### src/rtl/pipe_fetch_stage.sv
// Instruction-fetch stage: owns the PC, issues one imem request at a time and
// drives the IF/ID register, honouring stall from hazards and redirect from EX.
module pipe_fetch_stage #(
  parameter int               XLEN      = 64,
  parameter logic [XLEN-1:0]  RESET_PC  = '0,
  parameter logic [31:0]      NOP_INSTR = 32'h00000013
) (
  input  logic            clk,
  input  logic            rst,
  input  logic            stall,
  input  logic            redirect_valid,
  input  logic [XLEN-1:0] redirect_pc,
  output logic            imem_req,
  output logic [XLEN-1:0] imem_addr,
  input  logic            imem_ready,
  input  logic            imem_rvalid,
  input  logic [31:0]     imem_rdata,
  output logic            id_valid,
  output logic [XLEN-1:0] id_pc,
  output logic [31:0]     id_instr,
  output logic [31:0]     fetch_count
);

  localparam logic [1:0] ST_REQ  = 2'd0;
  localparam logic [1:0] ST_WAIT = 2'd1;
  localparam logic [1:0] ST_HOLD = 2'd2;

  logic [1:0]      state_reg, state_next;
  logic [XLEN-1:0] pc_reg, pc_next;
  logic            discard_reg, discard_next;
  logic [XLEN-1:0] buf_pc_reg, buf_pc_next;
  logic [31:0]     buf_instr_reg, buf_instr_next;
  logic            id_valid_reg, id_valid_next;
  logic [XLEN-1:0] id_pc_reg, id_pc_next;
  logic [31:0]     id_instr_reg, id_instr_next;
  logic [31:0]     count_reg, count_next;

  logic [XLEN-1:0] pc_inc;
  logic [XLEN-1:0] redirect_target;
  logic            unused_redirect_bits;

  assign pc_inc               = pc_reg + XLEN'(4);
  assign redirect_target      = {redirect_pc[XLEN-1:2], 2'b00};
  assign unused_redirect_bits = ^redirect_pc[1:0];

  // Request is suppressed while reset is asserted even though state is REQ.
  assign imem_req    = rst && (state_reg == ST_REQ);
  assign imem_addr   = pc_reg;
  assign id_valid    = id_valid_reg;
  assign id_pc       = id_pc_reg;
  assign id_instr    = id_instr_reg;
  assign fetch_count = count_reg;

  always_comb begin
    state_next     = state_reg;
    pc_next        = pc_reg;
    discard_next   = discard_reg;
    buf_pc_next    = buf_pc_reg;
    buf_instr_next = buf_instr_reg;
    id_valid_next  = id_valid_reg;
    id_pc_next     = id_pc_reg;
    id_instr_next  = id_instr_reg;
    count_next     = count_reg;

    // Without stall, IF/ID becomes a bubble unless something is delivered below.
    if (!stall) begin
      id_valid_next = 1'b0;
      id_instr_next = NOP_INSTR;
    end

    case (state_reg)
      ST_REQ: begin
        if (imem_ready) begin
          state_next = ST_WAIT;
        end
      end
      ST_WAIT: begin
        if (imem_rvalid) begin
          if (discard_reg) begin
            discard_next = 1'b0;
            state_next   = ST_REQ;
          end else if (!stall) begin
            id_valid_next = 1'b1;
            id_pc_next    = pc_reg;
            id_instr_next = imem_rdata;
            pc_next       = pc_inc;
            count_next    = count_reg + 32'd1;
            state_next    = ST_REQ;
          end else begin
            buf_pc_next    = pc_reg;
            buf_instr_next = imem_rdata;
            state_next     = ST_HOLD;
          end
        end
      end
      ST_HOLD: begin
        if (!stall) begin
          id_valid_next = 1'b1;
          id_pc_next    = buf_pc_reg;
          id_instr_next = buf_instr_reg;
          pc_next       = pc_inc;
          count_next    = count_reg + 32'd1;
          state_next    = ST_REQ;
        end
      end
      default: begin
        state_next = ST_REQ;
      end
    endcase

    // Redirect overrides everything above, including stall and any delivery.
    if (redirect_valid) begin
      id_valid_next = 1'b0;
      id_pc_next    = id_pc_reg;
      id_instr_next = NOP_INSTR;
      pc_next       = redirect_target;
      count_next    = count_reg;
      case (state_reg)
        ST_WAIT: begin
          if (imem_rvalid) begin
            discard_next = 1'b0;
            state_next   = ST_REQ;
          end else begin
            discard_next = 1'b1;
            state_next   = ST_WAIT;
          end
        end
        ST_REQ: begin
          if (imem_ready) begin
            discard_next = 1'b1;
            state_next   = ST_WAIT;
          end else begin
            discard_next = 1'b0;
            state_next   = ST_REQ;
          end
        end
        default: begin
          discard_next = 1'b0;
          state_next   = ST_REQ;
        end
      endcase
    end
  end

  always_ff @(posedge clk) begin
    if (!rst) begin
      state_reg     <= ST_REQ;
      pc_reg        <= {RESET_PC[XLEN-1:2], 2'b00};
      discard_reg   <= 1'b0;
      buf_pc_reg    <= '0;
      buf_instr_reg <= NOP_INSTR;
      id_valid_reg  <= 1'b0;
      id_pc_reg     <= '0;
      id_instr_reg  <= NOP_INSTR;
      count_reg     <= '0;
    end else begin
      state_reg     <= state_next;
      pc_reg        <= pc_next;
      discard_reg   <= discard_next;
      buf_pc_reg    <= buf_pc_next;
      buf_instr_reg <= buf_instr_next;
      id_valid_reg  <= id_valid_next;
      id_pc_reg     <= id_pc_next;
      id_instr_reg  <= id_instr_next;
      count_reg     <= count_next;
    end
  end

endmodule

### config.mk
export PLATFORM = sky130hd
export DESIGN_NAME = pipe_fetch_stage
export DESIGN_NICKNAME = d
export VERILOG_FILES = /design/src/rtl/pipe_fetch_stage.sv
export SDC_FILE = /design/constraint.sdc
export NUM_CORES = 1
export LEC_CHECK = 0
export BUFFER_PORTS_ARGS = -buffer_cell sky130_fd_sc_hd__buf_4
export CORE_MARGIN = 1.5
export CORE_UTILIZATION = 50
export DETAILED_ROUTE_END_ITERATION = 7
export GPL_TIMING_DRIVEN = 0
export PLACE_DENSITY_LB_ADDON = 0.25
export SETUP_SLACK_MARGIN = 0.02
export SYNTH_ARGS = -nofsm -noshare
export SYNTH_HDL_FRONTEND = slang
export SYNTH_SLANG_ARGS = --single-unit
export TNS_END_PERCENT = 1
### constraint.sdc
create_clock -name clk -period 5.79 [get_ports clk]
set_input_delay 0.579 -clock clk [delete_from_list [all_inputs] [get_ports clk]]
set_output_delay 0.579 -clock clk [all_outputs]
set_load 0.02 [all_outputs]
==> summary.md <==
| Metric | Value |
|---|---|
| Crit-path max FO | `10` |
| Seq cells post-synth | `286` |
| Htree depth | `1` |
| EDFF count, synth | `0` |
| Vias | `between 10k and 15k` |
| Hold Path Class | `primary input to flop` |
| RSZ-0062 raised after global routing | `no` |
| Worst path depth | `9` |
| Die height | `163 um` |
| Worst path slowest cell | `clkbuf_1` |
| Largest net degree at the start of global routing | `15` |
| Buffers on Ports | `289` |
| Top achievable clock speed | `about 270 MHz` |
| # Post-CTS Setup Buffers | `0` |
| Setup slack after layout | `2050 ps` |
| Crit path kind | `flop to flop` |
| Vias in the first global route | `11.9k` |
| Synth top area share | `around 45%` |
| CP bufs+invs | `4` |
| Place WS | `2310 ps` |
| Final Hold Vio Count | `0` |
| Overall routed net length | `42500 um` |
| Yosys warns | `0` |
| Leak Pwr | `0.00609 uW` |
| Synth Area in XOR/XNOR | `under 10%` |
| CP most frequent cell | `nor2_1` |
| Critical Path Max Stage Delay | `840 ps` |
| Post-synthesis simple-gate area fraction | `22.4%` |
| Worst path top cell family by delay | `buffers and inverters` |
| M1 GR Usage | `41.3%` |
| GRT Max-Usage Layer | `met2` |
| CP cell instances | `inv_1 > ha_1 > buf_2 > nor3b_4 > nor2_1 > nor2_1 > clkbuf_1 > buf_1 > a211oi_1` |
| Area of the mapped netlist | `between 10000 and 15000 sq um` |
| Skew-Pair Late Insertion Delay | `560 ps` |
| Main synth FF type | `dfxtp_1` |
| VDD IR-drop max | `183 uV` |
| Synth Area in Compound Gates | `19.2%` |
| Root buffer cell | `clkbuf_16` |
| Clk pwr share | `44.3%` |
| Mean area per synthesized cell | `8.40 sq um` |
| WHS Path Cells | `3` |
| CP Data Required Time | `6210 ps` |
| Hold_buf cts | `0` |
| ANT nets after route | `0` |
| Yosys top cell by area | `dfxtp_1` |
| Detail Placement HPWL | `30500 um` |
| Placer Congestion | `approximately 0.9` |
| Register-to-Register Path Depth | `9` |
| Hold slack | `251 ps` |
| Placed instance area | `15400 sq um` |
| Comb power frac | `10.4%` |
| Outcome | `finished clean` |
| Die width | `163 um` |
| Clock-pin transition on the worst setup and hold timing paths | `~60 ps` |
| Startpoint Class | `flop` |
| Total Routing Usage GR | `30.6%` |
| Period utilisation layout | `between 60% and 70%` |
| Worst Clk Skew | `13.1 ps` |
| I/O pin total | `296` |
| Wire per inst | `between 15 and 20 um` |
| Initial Utilization | `51.0%` |
| PwrDens | `between 200 and 300 nW/um^2` |
| Largest family of logic cells by synthesized area | `simple AND/OR/NAND/NOR gates` |
| Initial antenna violation count | `0` |
| Mapped Cells | `~1.5k` |
| CP arrival | `approximately 4200 ps` |
| Slew margin rel. | `29.4%` |
| Worst Max-Slew Pin Slew | `between 1000 and 1500 ps` |
| Setup TNS Final | `0 ps` |
| Yosys cell types | `70` |
| Layout cells sized above 1 | `20.7%` |
| Filler cell count | `between 2k and 2.5k` |
| Adder-cell share of the synthesized area | `0.487%` |
| Final net count | `1961` |
| Iteration count of the initial detailed-routing pass | `6` |
| Drt initial violations | `about 1.2k` |
| Row count | `58` |
| Switch share | `a little over a quarter` |
| Global route overflow | `0` |
| Mux contribution to synthesized area | `5.87%` |
| CTS max path bufs | `3` |
| Vias per std cell | `5.87` |
| Post_cts resized | `0` |
| Max Transition Viols Final | `0` |
| Net switching power figure | `1210 uW` |
| CTS buffer count | `31` |
| Die outline area | `26600 sq um` |
| Diode count | `0` |
| Met3 GRT Util | `under 10%` |
| Clock Sinks | `286` |
| Crit. End Element | `flop` |
| Final setup viols | `0` |
| Met2 global-route usage | `49.0%` |
| Max-cap violations | `0` |
| Register area share after synthesis | `44.6%` |
| Reg power frac | `between 40% and 50%` |
| Residual DRC count | `0` |
| Final instance area | `16500 sq um` |
| CTS tree | `built` |
| Top post-synthesis cells by area | `dfxtp_1, nand2_1, mux2i_1` |
| Layout area overhead | `28.5%` |
| Core Area | `25200 sq um` |
| Crit path time final | `between 3000 and 4000 ps` |
| First-pass GRT wire length | `64600 um` |
| Asr flop ratio synth | `0%` |
| Internal power | `3430 uW` |
## cell type report
type                    instances  area (sq um)  share of cell area [%]
plain buffers                 119           494                    3.00
clock buffers                  42           897                    5.44
clock inverters                15           161                   0.979
inverters                      23          86.3                   0.524
multi-input cells            1104          6540                    39.7
flip-flops and latches        286          5730                    34.7
well taps                     330           413                    2.50
repair buffers                289          2170                    13.2
## layout by cell type (no fill, tap or decap), drive strengths merged, types with 4 or more instances in the layout
cell,instances
ha,5
o2111ai,4
o21a,5
xor2,19
a21o,7
clkbuf,130
buf,320
nor3,23
o21ai,60
a21oi,125
and2,6
and4,16
a31oi,17
mux2i,73
nor3b,4
o311a,4
nand3,44
inv,23
or4,8
a211oi,72
o31ai,7
or3,13
a22oi,28
nor2,144
clkinv,10
nand2,242
conb,4
dfxtp,286
xnor2,23
nand2b,14
o211a,4
nor4,18
nand4,38
and3,13
a22o,28
## metal layers
metal | vias up | wire length [um]
met2 | 572 | 19400
met3 | 103 | 3620
li1 | 6119 | -
met1 | 6167 | 17900
met4 | 0 | 1560
met5 | - | 0
## tightest hold or removal path, stage by stage
cell     delay, ps
buf_4           90
nand2_1         40
nand3_1         70
## cell usage after synthesis, drive strengths merged, types with 3 or more instances
library cell,n
a211oi,72
a21oi,125
or4,8
nand3,44
inv,22
a22oi,28
nor3,23
and4,16
and2,6
o21a,5
or3,13
nor4b,3
a21o,7
nand4,38
o31ai,7
o21ai,60
xor2,19
o211ai,3
a31oi,17
o22ai,3
o211a,4
o311a,4
nor3b,4
o2111ai,4
ha,5
nor4,18
nor2b,3
nor2,144
nand2,242
nand2b,14
mux2i,73
a22o,28
buf,31
clkbuf,88
or2,3
and3,13
dfxtp,286
xnor2,23
## stage by stage
| stage | util (%) | std cells | total power (uW) |
|---|---|---|---|
| final | 65.5 | 2208 | 4640 |
| after detailed placement | 61.3 | 2151 | 2610 |
| after CTS | 65.5 | 2208 | 4630 |
| after global routing | 65.5 | 2208 | 4770 |
| after floorplan | - | 1532 | 2380 |
| after global placement | 61.3 | 2151 | 2610 |
## kinds of logic after synthesis
kind of cell | after synthesis
AOI/OAI and AO/OA | 380
xor gates and xnor gates | 42
muxes | 75
buffers and inverters | 142
other | 1
adders and majority gates | 5
DFF | 286
and+or+nand+nor | 598
## path summary, 6_finish.rpt
kind	from	end	slack, ps
worst max-delay path	state_reg[1]$_SDFFE_PN0P_	id_pc[42]$_SDFFE_PN0P_	2050
worst max register to register	state_reg[1]$_SDFFE_PN0P_	id_pc[42]$_SDFFE_PN0P_	2050
worst min-delay path	imem_rdata[1]	buf_instr_reg[1]$_SDFFE_PN1P_	250
worst min register to register	buf_pc_reg[5]$_SDFFE_PN0P_	buf_pc_reg[5]$_SDFFE_PN0P_	450
## power groups by stage
stage | clock [uW] | combinational [uW] | sequential [uW]
finish | 2050 | 481 | 2100
global route | 2140 | 514 | 2110
CTS | 2060 | 475 | 2100
detailed placement | 0 | 472 | 2140
global placement | 0 | 465 | 2140
floorplan | 0 | 213 | 2170
Note: power is estimated with default switching activity, not from simulation.
